===== src/rtl/ysyx_041461_defines.sv =====
// Shared encodings for the ysyx_041461 memory stage: access controls, trap codes,
// FSM state codes and small decode helpers.
package ysyx_041461_defines;

  localparam logic [3:0] MEM_NOP = 4'd0;
  localparam logic [3:0] LB      = 4'd1;
  localparam logic [3:0] LH      = 4'd2;
  localparam logic [3:0] LW      = 4'd3;
  localparam logic [3:0] LD      = 4'd4;
  localparam logic [3:0] LBU     = 4'd5;
  localparam logic [3:0] LHU     = 4'd6;
  localparam logic [3:0] LWU     = 4'd7;
  localparam logic [3:0] SB      = 4'd8;
  localparam logic [3:0] SH      = 4'd9;
  localparam logic [3:0] SW      = 4'd10;
  localparam logic [3:0] SD      = 4'd11;

  localparam logic [3:0] TRAP_NOP         = 4'd0;
  localparam logic [3:0] TRAP_LD_MISALIGN = 4'd4;
  localparam logic [3:0] TRAP_ST_MISALIGN = 4'd6;

  localparam logic [1:0] S_IDLE = 2'd0;
  localparam logic [1:0] S_REQ  = 2'd1;
  localparam logic [1:0] S_WAIT = 2'd2;
  localparam logic [1:0] S_DONE = 2'd3;

  function automatic logic is_load(input logic [3:0] c);
    return (c >= LB) && (c <= LWU);
  endfunction

  function automatic logic is_store(input logic [3:0] c);
    return (c >= SB) && (c <= SD);
  endfunction

endpackage


===== src/rtl/ysyx_041461_LSU_ALIGN.sv =====
// Byte-lane logic for the memory stage: misalignment check, store lane shift/mask
// and load extract with sign/zero extension. Purely combinational.
module ysyx_041461_LSU_ALIGN
  import ysyx_041461_defines::*;
(
  input  logic [3:0]  ctrl,
  input  logic [2:0]  off,
  input  logic [63:0] rs2,
  input  logic [63:0] rdata,
  output logic        misalign,
  output logic [63:0] wdata,
  output logic [7:0]  wmask,
  output logic [63:0] ldata
);

  logic [63:0] sh;
  logic [7:0]  base_mask;

  assign sh = rdata >> {off, 3'b000};

  // NOTE: every always_comb output gets a default before the case so no latch is inferred.
  always_comb begin
    misalign  = 1'b0;
    ldata     = '0;
    base_mask = 8'h00;
    case (ctrl)
      LH, LHU, SH:  misalign = off[0];
      LW, LWU, SW:  misalign = (off[1:0] != 2'b00);
      LD, SD:       misalign = (off != 3'b000);
      default:      misalign = 1'b0;
    endcase
    case (ctrl)
      LB:      ldata = {{56{sh[7]}},  sh[7:0]};
      LH:      ldata = {{48{sh[15]}}, sh[15:0]};
      LW:      ldata = {{32{sh[31]}}, sh[31:0]};
      LD:      ldata = sh;
      LBU:     ldata = {56'd0, sh[7:0]};
      LHU:     ldata = {48'd0, sh[15:0]};
      LWU:     ldata = {32'd0, sh[31:0]};
      default: ldata = '0;
    endcase
    case (ctrl)
      SB:      base_mask = 8'h01;
      SH:      base_mask = 8'h03;
      SW:      base_mask = 8'h0F;
      SD:      base_mask = 8'hFF;
      default: base_mask = 8'h00;
    endcase
  end

  assign wmask = base_mask << off;
  assign wdata = is_store(ctrl) ? (rs2 << {off, 3'b000}) : 64'd0;

endmodule


===== src/rtl/ysyx_041461_mem_stage.sv =====
// Memory-access stage: zero-cycle pass-through for ALU results and traps, and an
// IDLE/REQ/WAIT/DONE sequencer for aligned loads/stores over a valid/ready bus.
module ysyx_041461_mem_stage
  import ysyx_041461_defines::*;
(
  input  logic        clk,
  input  logic        rst,
  input  logic        MEM_valid_in,
  input  logic [3:0]  MEM_trap_in,
  input  logic [63:0] MEM_EXE_out,
  input  logic [63:0] MEM_rs2_data,
  input  logic [3:0]  MEM_ctrl,
  input  logic        MEM_WB_ready,
  output logic        MEM_ready,
  output logic        MEM_valid_out,
  output logic [63:0] MEM_out,
  output logic [3:0]  MEM_trap_out,
  output logic        MEM_req_valid,
  input  logic        MEM_req_ready,
  output logic        MEM_req_wen,
  output logic [63:0] MEM_req_addr,
  output logic [63:0] MEM_req_wdata,
  output logic [7:0]  MEM_req_wmask,
  input  logic        MEM_resp_valid,
  input  logic [63:0] MEM_resp_rdata
);

  logic [1:0]  state, state_nxt;
  logic [63:0] addr_q, rs2_q, rdata_q;
  logic [3:0]  ctrl_q;
  logic        accept;

  logic [3:0]  a_ctrl;
  logic [2:0]  a_off;
  logic        misalign;
  logic [63:0] lane_wdata, lane_ldata;
  logic [7:0]  lane_wmask;

  // In IDLE the lane logic classifies the incoming op; afterwards it serves the latched one.
  assign a_ctrl = (state == S_IDLE) ? MEM_ctrl : ctrl_q;
  assign a_off  = (state == S_IDLE) ? MEM_EXE_out[2:0] : addr_q[2:0];

  ysyx_041461_LSU_ALIGN u_align (
    .ctrl     (a_ctrl),
    .off      (a_off),
    .rs2      (rs2_q),
    .rdata    (rdata_q),
    .misalign (misalign),
    .wdata    (lane_wdata),
    .wmask    (lane_wmask),
    .ldata    (lane_ldata)
  );

  always_comb begin
    state_nxt     = state;
    accept        = 1'b0;
    MEM_ready     = 1'b0;
    MEM_valid_out = 1'b0;
    MEM_out       = '0;
    MEM_trap_out  = TRAP_NOP;
    MEM_req_valid = 1'b0;
    MEM_req_wen   = 1'b0;
    MEM_req_addr  = '0;
    MEM_req_wdata = '0;
    MEM_req_wmask = '0;
    if (rst) begin
      case (state)
        S_IDLE: begin
          if (!MEM_valid_in) begin
            MEM_ready = 1'b1;
          end else if (!(is_load(MEM_ctrl) || is_store(MEM_ctrl)) ||
                       (MEM_trap_in != TRAP_NOP)) begin
            MEM_valid_out = 1'b1;
            MEM_out       = MEM_EXE_out;
            MEM_trap_out  = MEM_trap_in;
            MEM_ready     = MEM_WB_ready;
          end else if (misalign) begin
            MEM_valid_out = 1'b1;
            MEM_out       = MEM_EXE_out;
            MEM_trap_out  = is_store(MEM_ctrl) ? TRAP_ST_MISALIGN : TRAP_LD_MISALIGN;
            MEM_ready     = MEM_WB_ready;
          end else begin
            MEM_ready = 1'b1;
            accept    = 1'b1;
            state_nxt = S_REQ;
          end
        end
        S_REQ: begin
          MEM_req_valid = 1'b1;
          MEM_req_wen   = is_store(ctrl_q);
          MEM_req_addr  = {addr_q[63:3], 3'b000};
          MEM_req_wdata = lane_wdata;
          MEM_req_wmask = lane_wmask;
          if (MEM_req_ready) state_nxt = S_WAIT;
        end
        S_WAIT: begin
          if (MEM_resp_valid) state_nxt = S_DONE;
        end
        S_DONE: begin
          MEM_valid_out = 1'b1;
          MEM_out       = is_load(ctrl_q) ? lane_ldata : 64'd0;
          if (MEM_WB_ready) state_nxt = S_IDLE;
        end
        default: state_nxt = S_IDLE;
      endcase
    end
  end

  // NOTE: sequential state uses non-blocking assignments; reset is sampled on the clock edge.
  always_ff @(posedge clk) begin
    if (!rst) begin
      state   <= S_IDLE;
      addr_q  <= '0;
      rs2_q   <= '0;
      rdata_q <= '0;
      ctrl_q  <= MEM_NOP;
    end else begin
      state <= state_nxt;
      if (accept) begin
        addr_q <= MEM_EXE_out;
        ctrl_q <= MEM_ctrl;
        rs2_q  <= MEM_rs2_data;
      end
      if ((state == S_WAIT) && MEM_resp_valid && is_load(ctrl_q))
        rdata_q <= MEM_resp_rdata;
    end
  end

endmodule


===== config.mk =====
export PLATFORM = sky130hd
export DESIGN_NAME = ysyx_041461_mem_stage
export DESIGN_NICKNAME = d
export VERILOG_FILES = /design/src/rtl/ysyx_041461_defines.sv /design/src/rtl/ysyx_041461_LSU_ALIGN.sv /design/src/rtl/ysyx_041461_mem_stage.sv
export SDC_FILE = /design/constraint.sdc
export NUM_CORES = 1
export LEC_CHECK = 0
export BUFFER_PORTS_ARGS = -buffer_cell sky130_fd_sc_hd__buf_2
export CAP_MARGIN = 5
export CORE_AREA = 2 2 162 164
export CTS_BUF_LIST = sky130_fd_sc_hd__clkbuf_4 sky130_fd_sc_hd__clkbuf_8 sky130_fd_sc_hd__clkbuf_16
export DETAILED_ROUTE_END_ITERATION = 8
export DIE_AREA = 0 0 164 166
export PLACE_DENSITY_LB_ADDON = 0.08
export SLEW_MARGIN = 25
export SYNTH_ARGS = -nofsm -noshare
export SYNTH_HDL_FRONTEND = slang
export SYNTH_SLANG_ARGS = --single-unit
export TNS_END_PERCENT = 30

===== constraint.sdc =====
create_clock -name clk -period 7.2 [get_ports clk]
set_clock_uncertainty 0.15 [all_clocks]
set_input_delay 0.36 -clock clk [delete_from_list [all_inputs] [get_ports clk]]
set_output_delay 0.36 -clock clk [all_outputs]
set_load 0.01 [all_outputs]

==> impl_metrics.prom, run 1 <==
# TYPE chip_impl_metric gauge
chip_impl_metric{name="cts.repair_timing.setup_buffer_count",unit=""} 0
chip_impl_metric{name="crit_arrival",unit="ns"} 4.81
chip_impl_metric{name="static-leakage-power",unit="nW"} 6.57
chip_impl_metric{name="fin_ws",unit="ns"} 1.88
chip_impl_metric{name="globalplace.congestion",unit=""} 0.942
chip_impl_info{name="worst_hold_startpoint",value="MEM_resp_rdata[33]"} 1
chip_impl_info{name="critical_path.endpoint_type",value="primary output"} 1
chip_impl_metric{name="p_per_cell_area",unit="mW/mm^2"} 209
chip_impl_metric{name="drt-initial-drc-count",unit=""} 1795
chip_impl_metric{name="htree_levels",unit=""} 4
chip_impl_info{name="worst_setup_path_start_kind",value="flop"} 1
chip_impl_metric{name="first_pass_grt_wire_length",unit="mm"} 74.8
chip_impl_info{name="netlist_top_cells_count",value="nand2_1 (563), dfxtp_1 (198), a21boi_0 (177)"} 1
chip_impl_metric{name="cts.clk_slew.worst_paths",unit="ns"} 0.08
chip_impl_metric{name="grt_overflow_total",unit=""} 0
chip_impl_metric{name="vias_per_cell",unit=""} 5.92
chip_impl_metric{name="design.final.nets",unit=""} 2217
chip_impl_metric{name="cap_viol_max_count",unit=""} 0
chip_impl_metric{name="clock_sinks",unit=""} 198
chip_impl_info{name="run_status",value="completed"} 1
chip_impl_metric{name="post_synth_instance_area",unit="mm^2"} 0.0124
chip_impl_metric{name="fin_area",unit="mm^2"} 0.0151
chip_impl_metric{name="ys_seq_area_frac",unit=""} 0.318
chip_impl_metric{name="grt_max_degree",unit=""} 153
chip_impl_info{name="postSynth.topFlopCell",value="dfxtp_1"} 1
chip_impl_metric{name="design_power_total",unit="mW"} 3.15
chip_impl_info{name="ctsRootBufferMaster",value="clkbuf_16"} 1
chip_impl_info{name="hold_path.class",value="primary input to flop"} 1
chip_impl_metric{name="netSwitchingFraction",unit=""} 0.376
chip_impl_metric{name="synth-edff-count",unit=""} 0
chip_impl_metric{name="postSynth.asyncResetShare",unit=""} 0
chip_impl_info{name="synthDominantAreaCellType",value="dfxtp_1"} 1
chip_impl_metric{name="critical_path_required",unit="ns"} 6.69
chip_impl_metric{name="p_switching",unit="mW"} 1.18
chip_impl_metric{name="synth_cells",unit=""} 1712
chip_impl_metric{name="initial_utilization",unit=""} 0.486
chip_impl_metric{name="first_global_vias",unit=""} 12778
chip_impl_metric{name="std_cell_rows",unit=""} 59
chip_impl_metric{name="synth.yosys.warnings",unit=""} 0
chip_impl_info{name="rr_endpoint",value="addr_q[35]"} 1
chip_impl_metric{name="area_taken_by_multi_input_logic_gates",unit="mm^2"} 0.00780
chip_impl_metric{name="worst_skew_pair.late_latency",unit="ns"} 0.44
chip_impl_metric{name="comb_power_share",unit=""} 0.324
chip_impl_info{name="synth.most_common_cell",value="nand2_1"} 1
chip_impl_metric{name="area_delta_synth_final",unit="%"} 21.2
chip_impl_metric{name="route.antenna.remaining_nets",unit=""} 0
chip_impl_metric{name="cts_hold_buffers",unit=""} 0
chip_impl_metric{name="fp.dieH",unit="um"} 166
chip_impl_info{name="reg2reg_from",value="state[1]"} 1
chip_impl_metric{name="drive_gt1_frac",unit=""} 0.248
chip_impl_metric{name="seq_power_share",unit=""} 0.353
chip_impl_metric{name="final_count_of_hold_timing_violations",unit=""} 0
chip_impl_metric{name="post_place_cell_area",unit="mm^2"} 0.0144
chip_impl_metric{name="routed_wirelength",unit="mm"} 50.1
chip_impl_metric{name="tns",unit="ns"} 0
chip_impl_metric{name="finalCriticalPeriod",unit="ns"} 5.32
chip_impl_metric{name="max_slew_margin",unit=""} 0.306
chip_impl_metric{name="resized_gates_after_cts",unit=""} 0
chip_impl_metric{name="clockBufferDepth",unit=""} 2
chip_impl_metric{name="synth.lib_cells_used.distinct",unit=""} 61
chip_impl_metric{name="grt_antenna_before_repair",unit=""} 3
chip_impl_metric{name="timing.fmax",unit="MHz"} 188
chip_impl_metric{name="crit_fanout",unit=""} 52
chip_impl_metric{name="ir_worst_vdd",unit="V"} 0.000138
chip_impl_metric{name="placedCellCount",unit=""} 2322
chip_impl_metric{name="io_pins",unit=""} 414
chip_impl_metric{name="routedWlPerCell",unit="um"} 21.2
chip_impl_metric{name="setup_viol",unit=""} 0
chip_impl_info{name="tritoncts",value="yes"} 1
chip_impl_metric{name="number_of_drc_violations_after_detailed_routing",unit=""} 0
chip_impl_metric{name="yosys_register_bits",unit=""} 198
chip_impl_metric{name="die-width",unit="um"} 164
chip_impl_metric{name="core_area",unit="mm^2"} 0.0256
chip_impl_metric{name="finalHoldWorstSlack",unit="ns"} 0.00220
chip_impl_metric{name="final_core_util",unit=""} 0.589
chip_impl_metric{name="area.sequential",unit="mm^2"} 0.00396
chip_impl_info{name="timing_worst_setup_path_type",value="flop to primary output"} 1
chip_impl_metric{name="avgSynthCellArea",unit="um^2"} 7.27
chip_impl_metric{name="grt_util_all_layers",unit=""} 0.356
chip_impl_metric{name="rrSetupSlack",unit="ns"} 2.84
chip_impl_metric{name="hpwl_detailed",unit="mm"} 37.2
chip_impl_metric{name="filler_cell_count",unit=""} 2511
chip_impl_metric{name="drt_pre_antenna_iters",unit=""} 6
chip_impl_metric{name="netlist.area_leader.share",unit=""} 0.318
chip_impl_metric{name="post_place_worst_slack",unit="ns"} 2.46
chip_impl_metric{name="io_buffer_count",unit=""} 410
chip_impl_metric{name="whs_path_depth",unit=""} 3
chip_impl_metric{name="dr_total_vias",unit=""} 13955
chip_impl_metric{name="internal_power",unit="mW"} 1.96
chip_impl_info{name="holdPathEnd",value="rdata_q[33]"} 1
chip_impl_info{name="synth.top_cells.by_area",value="dfxtp_1 (32%), nand2_1 (17%), a21boi_0 (11%)"} 1
chip_impl_metric{name="design.die.area",unit="mm^2"} 0.0272
chip_impl_metric{name="final-max-slew-violation-count",unit=""} 0
chip_impl_metric{name="reg2reg_depth",unit=""} 10
chip_impl_metric{name="fin_cells",unit=""} 2358
chip_impl_metric{name="cts_inserted_buffers",unit=""} 17
chip_impl_info{name="rsz0062_at_grt",value="no"} 1
chip_impl_metric{name="max_slew.worst_pin.slew",unit="ns"} 1.04
chip_impl_metric{name="ratio_of_final_minimum_period_to_clock_period",unit=""} 0.738
chip_impl_metric{name="p_clk_frac",unit=""} 0.323
==> layout by cell type, fill, tap and decap left out, drive strengths merged, types with 7 or more instances in the layout <==
master / count
o2bb2ai: 8
mux2: 16
a211o: 17
nor2b: 9
inv: 25
buf: 429
nor2: 90
nand2b: 8
a21boi: 198
mux2i: 67
a311o: 7
o21ai: 15
a211oi: 26
a31oi: 25
a32oi: 8
nand2: 564
dfxtp: 198
and2: 14
nand3: 28
clkbuf: 18
o221ai: 8
a221o: 33
a21oi: 57
and3: 97
==> cell type report <==
class	instances	share of cell area
diodes	3	0.000498
clock buffers	18	0.0291
clock inverters	14	0.0119
inverters	16	0.00398
multi-input cells	1345	0.517
flip-flops and latches	198	0.263
well taps	335	0.0278
repair buffers	429	0.147
==> worst max-delay path by stage <==
stage,from,to,slack (ns),depth (start not counted)
3_5_place_dp,state[1],MEM_out[31],2.46,11
6_report,state[1],MEM_out[31],1.88,11
3_3_place_gp,state[0],MEM_out[56],2.63,11
2_1_floorplan,state[0],MEM_out[33],4.11,11
5_1_grt,state[1],MEM_out[31],1.58,11
4_1_cts,state[1],MEM_out[31],1.98,11
==> sequential cells by signal (all words and copies together), names as in the netlist <==
name / count
addr_q: 64
rdata_q: 64
rs2_q: 64
ctrl_q: 4
state: 2
==> per-layer routing <==
| layer | vias to the layer above | GRT usage | part of all wire |
|---|---|---|---|
| met5 | - | 0 | 0 |
| met4 | 0 | 0.161 | 0.043 |
| met3 | 125 | 0.0724 | 0.095 |
| met2 | 810 | 0.554 | 0.44 |
| met1 | 6522 | 0.474 | 0.42 |
| li1 | 6498 | - | - |
==> critical path, cell delays in order, from the launching register on <==
cell	delay, ns
dfxtp_1	0.35
inv_1	0.09
ha_1	0.54
mux2_2	0.75
buf_4	0.59
nor2_1	0.18
a211o_1	0.41
o211ai_1	0.17
o211a_2	0.30
buf_4	0.50
a221o_1	0.26
buf_2	0.13
==> power by group through the flow <==
stage / clock network (mW) / registers [mW] / logic (mW)
after detailed placement: 0 / 1.13 / 0.987
after CTS: 1.02 / 1.11 / 0.989
after global routing: 1.06 / 1.11 / 1.08
after floorplan: 0 / 1.13 / 0.679
after global placement: 0 / 1.13 / 0.978
final: 1.02 / 1.11 / 1.02
==> kinds of logic (layout without fill, tap and decap cells) <==
kind of cell | count (synthesis) | after routing | synth area share
other | 1 | 6 | 0.000301
DFF | 198 | 198 | 0.318
adders and majority gates | 4 | 4 | 0.00402
AOI/OAI and AO/OA | 422 | 422 | 0.251
buffers and inverters | 171 | 477 | 0.0608
muxes | 88 | 88 | 0.0799
and+or+nand+nor | 828 | 828 | 0.285
Note: power is estimated with default switching activity, not from simulation.
==> run 2, diff against run 1 <==
--- a/config.mk
+++ b/config.mk
@@ -7,10 +7,10 @@
 export LEC_CHECK = 0
 export BUFFER_PORTS_ARGS = -buffer_cell sky130_fd_sc_hd__buf_2
 export CAP_MARGIN = 5
-export CORE_AREA = 2 2 162 164
+export CORE_AREA = 2 2 163 165
 export CTS_BUF_LIST = sky130_fd_sc_hd__clkbuf_4 sky130_fd_sc_hd__clkbuf_8 sky130_fd_sc_hd__clkbuf_16
 export DETAILED_ROUTE_END_ITERATION = 8
-export DIE_AREA = 0 0 164 166
+export DIE_AREA = 0 0 165 167
 export PLACE_DENSITY_LB_ADDON = 0.08
 export SLEW_MARGIN = 25
 export SYNTH_ARGS = -nofsm -noshare
==> constraint.sdc (replaced) <==
create_clock -name clk -period 5.1 [get_ports clk]
set_clock_uncertainty 0.15 [all_clocks]
set_input_delay 0.255 -clock clk [delete_from_list [all_inputs] [get_ports clk]]
set_output_delay 0.255 -clock clk [all_outputs]
set_load 0.01 [all_outputs]
==> run 2 against run 1 <==
The run now ends with negative hold slack left. Die area grew 1.2%. Critical endpoint is now MEM_out[60]. Clock-buffer cell count grew 1. Sequential power grew 41%. Largest power group is now combinational cells. Non-clock buffer count grew 203. Highest routed layer unchanged.
==> impl_metrics.prom, run 2 (synthesis results as in run 1) <==
# TYPE chip_impl_metric gauge
chip_impl_info{name="run_status",value="finished with violations"} 1
chip_impl_info{name="failed_checks",value="negative hold slack"} 1
chip_impl_metric{name="setup_viol",unit=""} 0
chip_impl_metric{name="io_buffer_count",unit=""} 410
chip_impl_metric{name="cap_viol_max_count",unit=""} 0
chip_impl_metric{name="p_per_cell_area",unit="mW/mm^2"} 264
chip_impl_info{name="reg2reg_from",value="state[0]"} 1
chip_impl_metric{name="cp_slowest_stage_delay",unit="ns"} 0.62
chip_impl_metric{name="rrSetupSlack",unit="ns"} 1.28
chip_impl_metric{name="globalplace.congestion",unit=""} 0.985
chip_impl_info{name="worst_setup_path_start_kind",value="flop"} 1
chip_impl_info{name="holdPathEnd",value="rdata_q[38]"} 1
chip_impl_metric{name="post_place_cell_area",unit="mm^2"} 0.0146
chip_impl_metric{name="crit_arrival",unit="ns"} 4.30
chip_impl_metric{name="routed_wirelength",unit="mm"} 52.8
chip_impl_metric{name="first_global_vias",unit=""} 13685
chip_impl_metric{name="grt_util_all_layers",unit=""} 0.371
chip_impl_metric{name="cts.clk_slew.worst_paths",unit="ns"} 0.08
chip_impl_info{name="most_frequent_cells_in_the_layout",value="nand2_1 (563), buf_2 (409), dfxtp_1 (198)"} 1
chip_impl_metric{name="grt_antenna_before_repair",unit=""} 2
chip_impl_metric{name="clock_sinks",unit=""} 198
chip_impl_metric{name="tns",unit="ns"} 0
chip_impl_metric{name="htree_levels",unit=""} 4
chip_impl_metric{name="post_place_worst_slack",unit="ns"} 0.751
chip_impl_metric{name="std_cell_rows",unit=""} 59
chip_impl_info{name="kind_of_cell_with_the_highest_combined_delay_on_the_critical_path",value="compound AO/OA/AOI/OAI gates"} 1
chip_impl_metric{name="finalHoldWorstSlack",unit="ns"} -0.00128
chip_impl_info{name="cp_cell_sequence",value="inv_1 -> ha_1 -> buf_4 -> mux2i_2 -> nor3_1 -> o21ai_1 -> o211ai_1 -> o211a_4 -> a221o_1 -> buf_2"} 1
chip_impl_metric{name="drt_pre_antenna_iters",unit=""} 5
chip_impl_info{name="tritoncts",value="yes"} 1
chip_impl_metric{name="finalCriticalPeriod",unit="ns"} 4.70
chip_impl_metric{name="crit_path_buf_inv_count",unit=""} 3
chip_impl_metric{name="fin_ws",unit="ns"} 0.398
chip_impl_metric{name="worst_skew_pair.late_latency",unit="ns"} 0.44
chip_impl_metric{name="fin_area",unit="mm^2"} 0.0171
chip_impl_metric{name="routedWlPerCell",unit="um"} 20.6
chip_impl_metric{name="initial_utilization",unit=""} 0.483
chip_impl_info{name="rr_endpoint",value="rs2_q[18]"} 1
chip_impl_metric{name="design.final.nets",unit=""} 2420
chip_impl_metric{name="route.antenna.remaining_nets",unit=""} 0
chip_impl_info{name="rsz0062_at_grt",value="no"} 1
chip_impl_metric{name="timing.fmax",unit="MHz"} 213
chip_impl_metric{name="reg2reg_depth",unit=""} 10
chip_impl_metric{name="drive_gt1_frac",unit=""} 0.229
chip_impl_metric{name="static-leakage-power",unit="nW"} 7.41
chip_impl_metric{name="clockBufferDepth",unit=""} 2
chip_impl_info{name="layout_top_registers",value="addr_q x64, rdata_q x64, rs2_q x64"} 1
chip_impl_info{name="worst_hold_startpoint",value="MEM_resp_rdata[38]"} 1
chip_impl_info{name="mostFrequentLayoutCell",value="nand2_1"} 1
chip_impl_metric{name="cts.repair_timing.setup_buffer_count",unit=""} 0
chip_impl_metric{name="crit_fanout",unit=""} 56
chip_impl_metric{name="max_slew_margin",unit=""} 0.449
chip_impl_metric{name="dr_total_vias",unit=""} 14901
chip_impl_metric{name="number_of_drc_violations_after_detailed_routing",unit=""} 0
chip_impl_metric{name="ir_worst_vdd",unit="V"} 0.000217
chip_impl_metric{name="final_core_util",unit=""} 0.663
chip_impl_metric{name="fp.dieH",unit="um"} 167
chip_impl_metric{name="area_delta_synth_final",unit="%"} 37.2
chip_impl_metric{name="placedCellCount",unit=""} 2332
chip_impl_metric{name="core_area",unit="mm^2"} 0.0258
chip_impl_metric{name="final_count_of_hold_timing_violations",unit=""} 1
chip_impl_metric{name="grt_max_degree",unit=""} 101
chip_impl_info{name="hold_path.class",value="primary input to flop"} 1
chip_impl_metric{name="vias_per_cell",unit=""} 5.82
chip_impl_metric{name="die-width",unit="um"} 165
chip_impl_metric{name="design.die.area",unit="mm^2"} 0.0276
chip_impl_metric{name="critical_path_required",unit="ns"} 4.70
chip_impl_metric{name="hpwl_detailed",unit="mm"} 37.6
chip_impl_metric{name="ratio_of_final_minimum_period_to_clock_period",unit=""} 0.922
chip_impl_metric{name="cts_inserted_buffers",unit=""} 17
chip_impl_info{name="critical_path.endpoint_type",value="primary output"} 1
chip_impl_metric{name="final-max-slew-violation-count",unit=""} 0
chip_impl_metric{name="grt_overflow_total",unit=""} 0
chip_impl_info{name="first_element_of_the_critical_path",value="state[0]"} 1
chip_impl_metric{name="design_power_total",unit="mW"} 4.51
chip_impl_info{name="timing_worst_setup_path_type",value="flop to primary output"} 1
chip_impl_metric{name="first_pass_grt_wire_length",unit="mm"} 78.8
chip_impl_metric{name="max_slew.worst_pin.slew",unit="ns"} 0.826
chip_impl_metric{name="fin_cells",unit=""} 2560
chip_impl_info{name="crit_slowest_cell",value="mux2i_2"} 1
chip_impl_info{name="ctsRootBufferMaster",value="clkbuf_16"} 1
chip_impl_metric{name="io_pins",unit=""} 414
chip_impl_metric{name="drt-initial-drc-count",unit=""} 1895
chip_impl_metric{name="whs_path_depth",unit=""} 3
## run 2: changes by cell type in the layout (fill, tap and decap cells not counted), moves of 2 or more
cell | previous run | this run
buf_8 | 0 | 2
buf_4 | 18 | 24
clkinv_8 | 3 | 0
dlygate4sd3_1 | 0 | 194
clkinv_4 | 1 | 4
clkinv_2 | 0 | 2
inv_8 | 5 | 3
## run 2: where the power goes
group / internal, mW / switching (mW)
clock network: 0.668 / 0.675
logic: 0.599 / 0.998
registers: 1.56 / 0.0103
total: 2.82 / 1.68
## run 2: metal layers
metal / global-route usage / share of wire / vias to the layer above
li1: - / - / 6915
met1: 0.488 / 0.41 / 7021
met3: 0.0712 / 0.089 / 145
met4: 0.161 / 0.043 / 0
met2: 0.591 / 0.46 / 820
met5: 0 / 0 / -
## run 2: how the worst max path moves through the flow
stage	slack (ns)	depth (start not counted)	to
finish	0.40	10	MEM_out[60]
global route	0.23	9	MEM_out[60]
CTS	0.27	9	MEM_out[48]
detailed placement	0.75	9	MEM_out[48]
global placement	0.95	11	MEM_out[61]
floorplan	2.12	11	MEM_out[33]
## run 2: final cells by class
type | count | area, um^2
multi-input combinational | 1345 | 7820
fill | 2267 | 8680
tap | 335 | 419
sequential | 198 | 3960
timing repair buffer | 632 | 4250
clock buffer | 19 | 453
clock inverter | 13 | 113
inverter | 16 | 60.1
antenna | 2 | 5.00
## run 2: repair_timing
action / CTS / global route
endpoints found under the hold margin: 194 / 0
resized for setup: 0 / 1
setup endpoints to repair: 0 / 33
hold buffers: 194 / 0
## run 2: tightest hold or removal path, delay by kind of cell
kind | cells | cell delay (ns)
compound gates | 1 | 0.09
buf+inv | 1 | 0.09
simple gates | 1 | 0.10
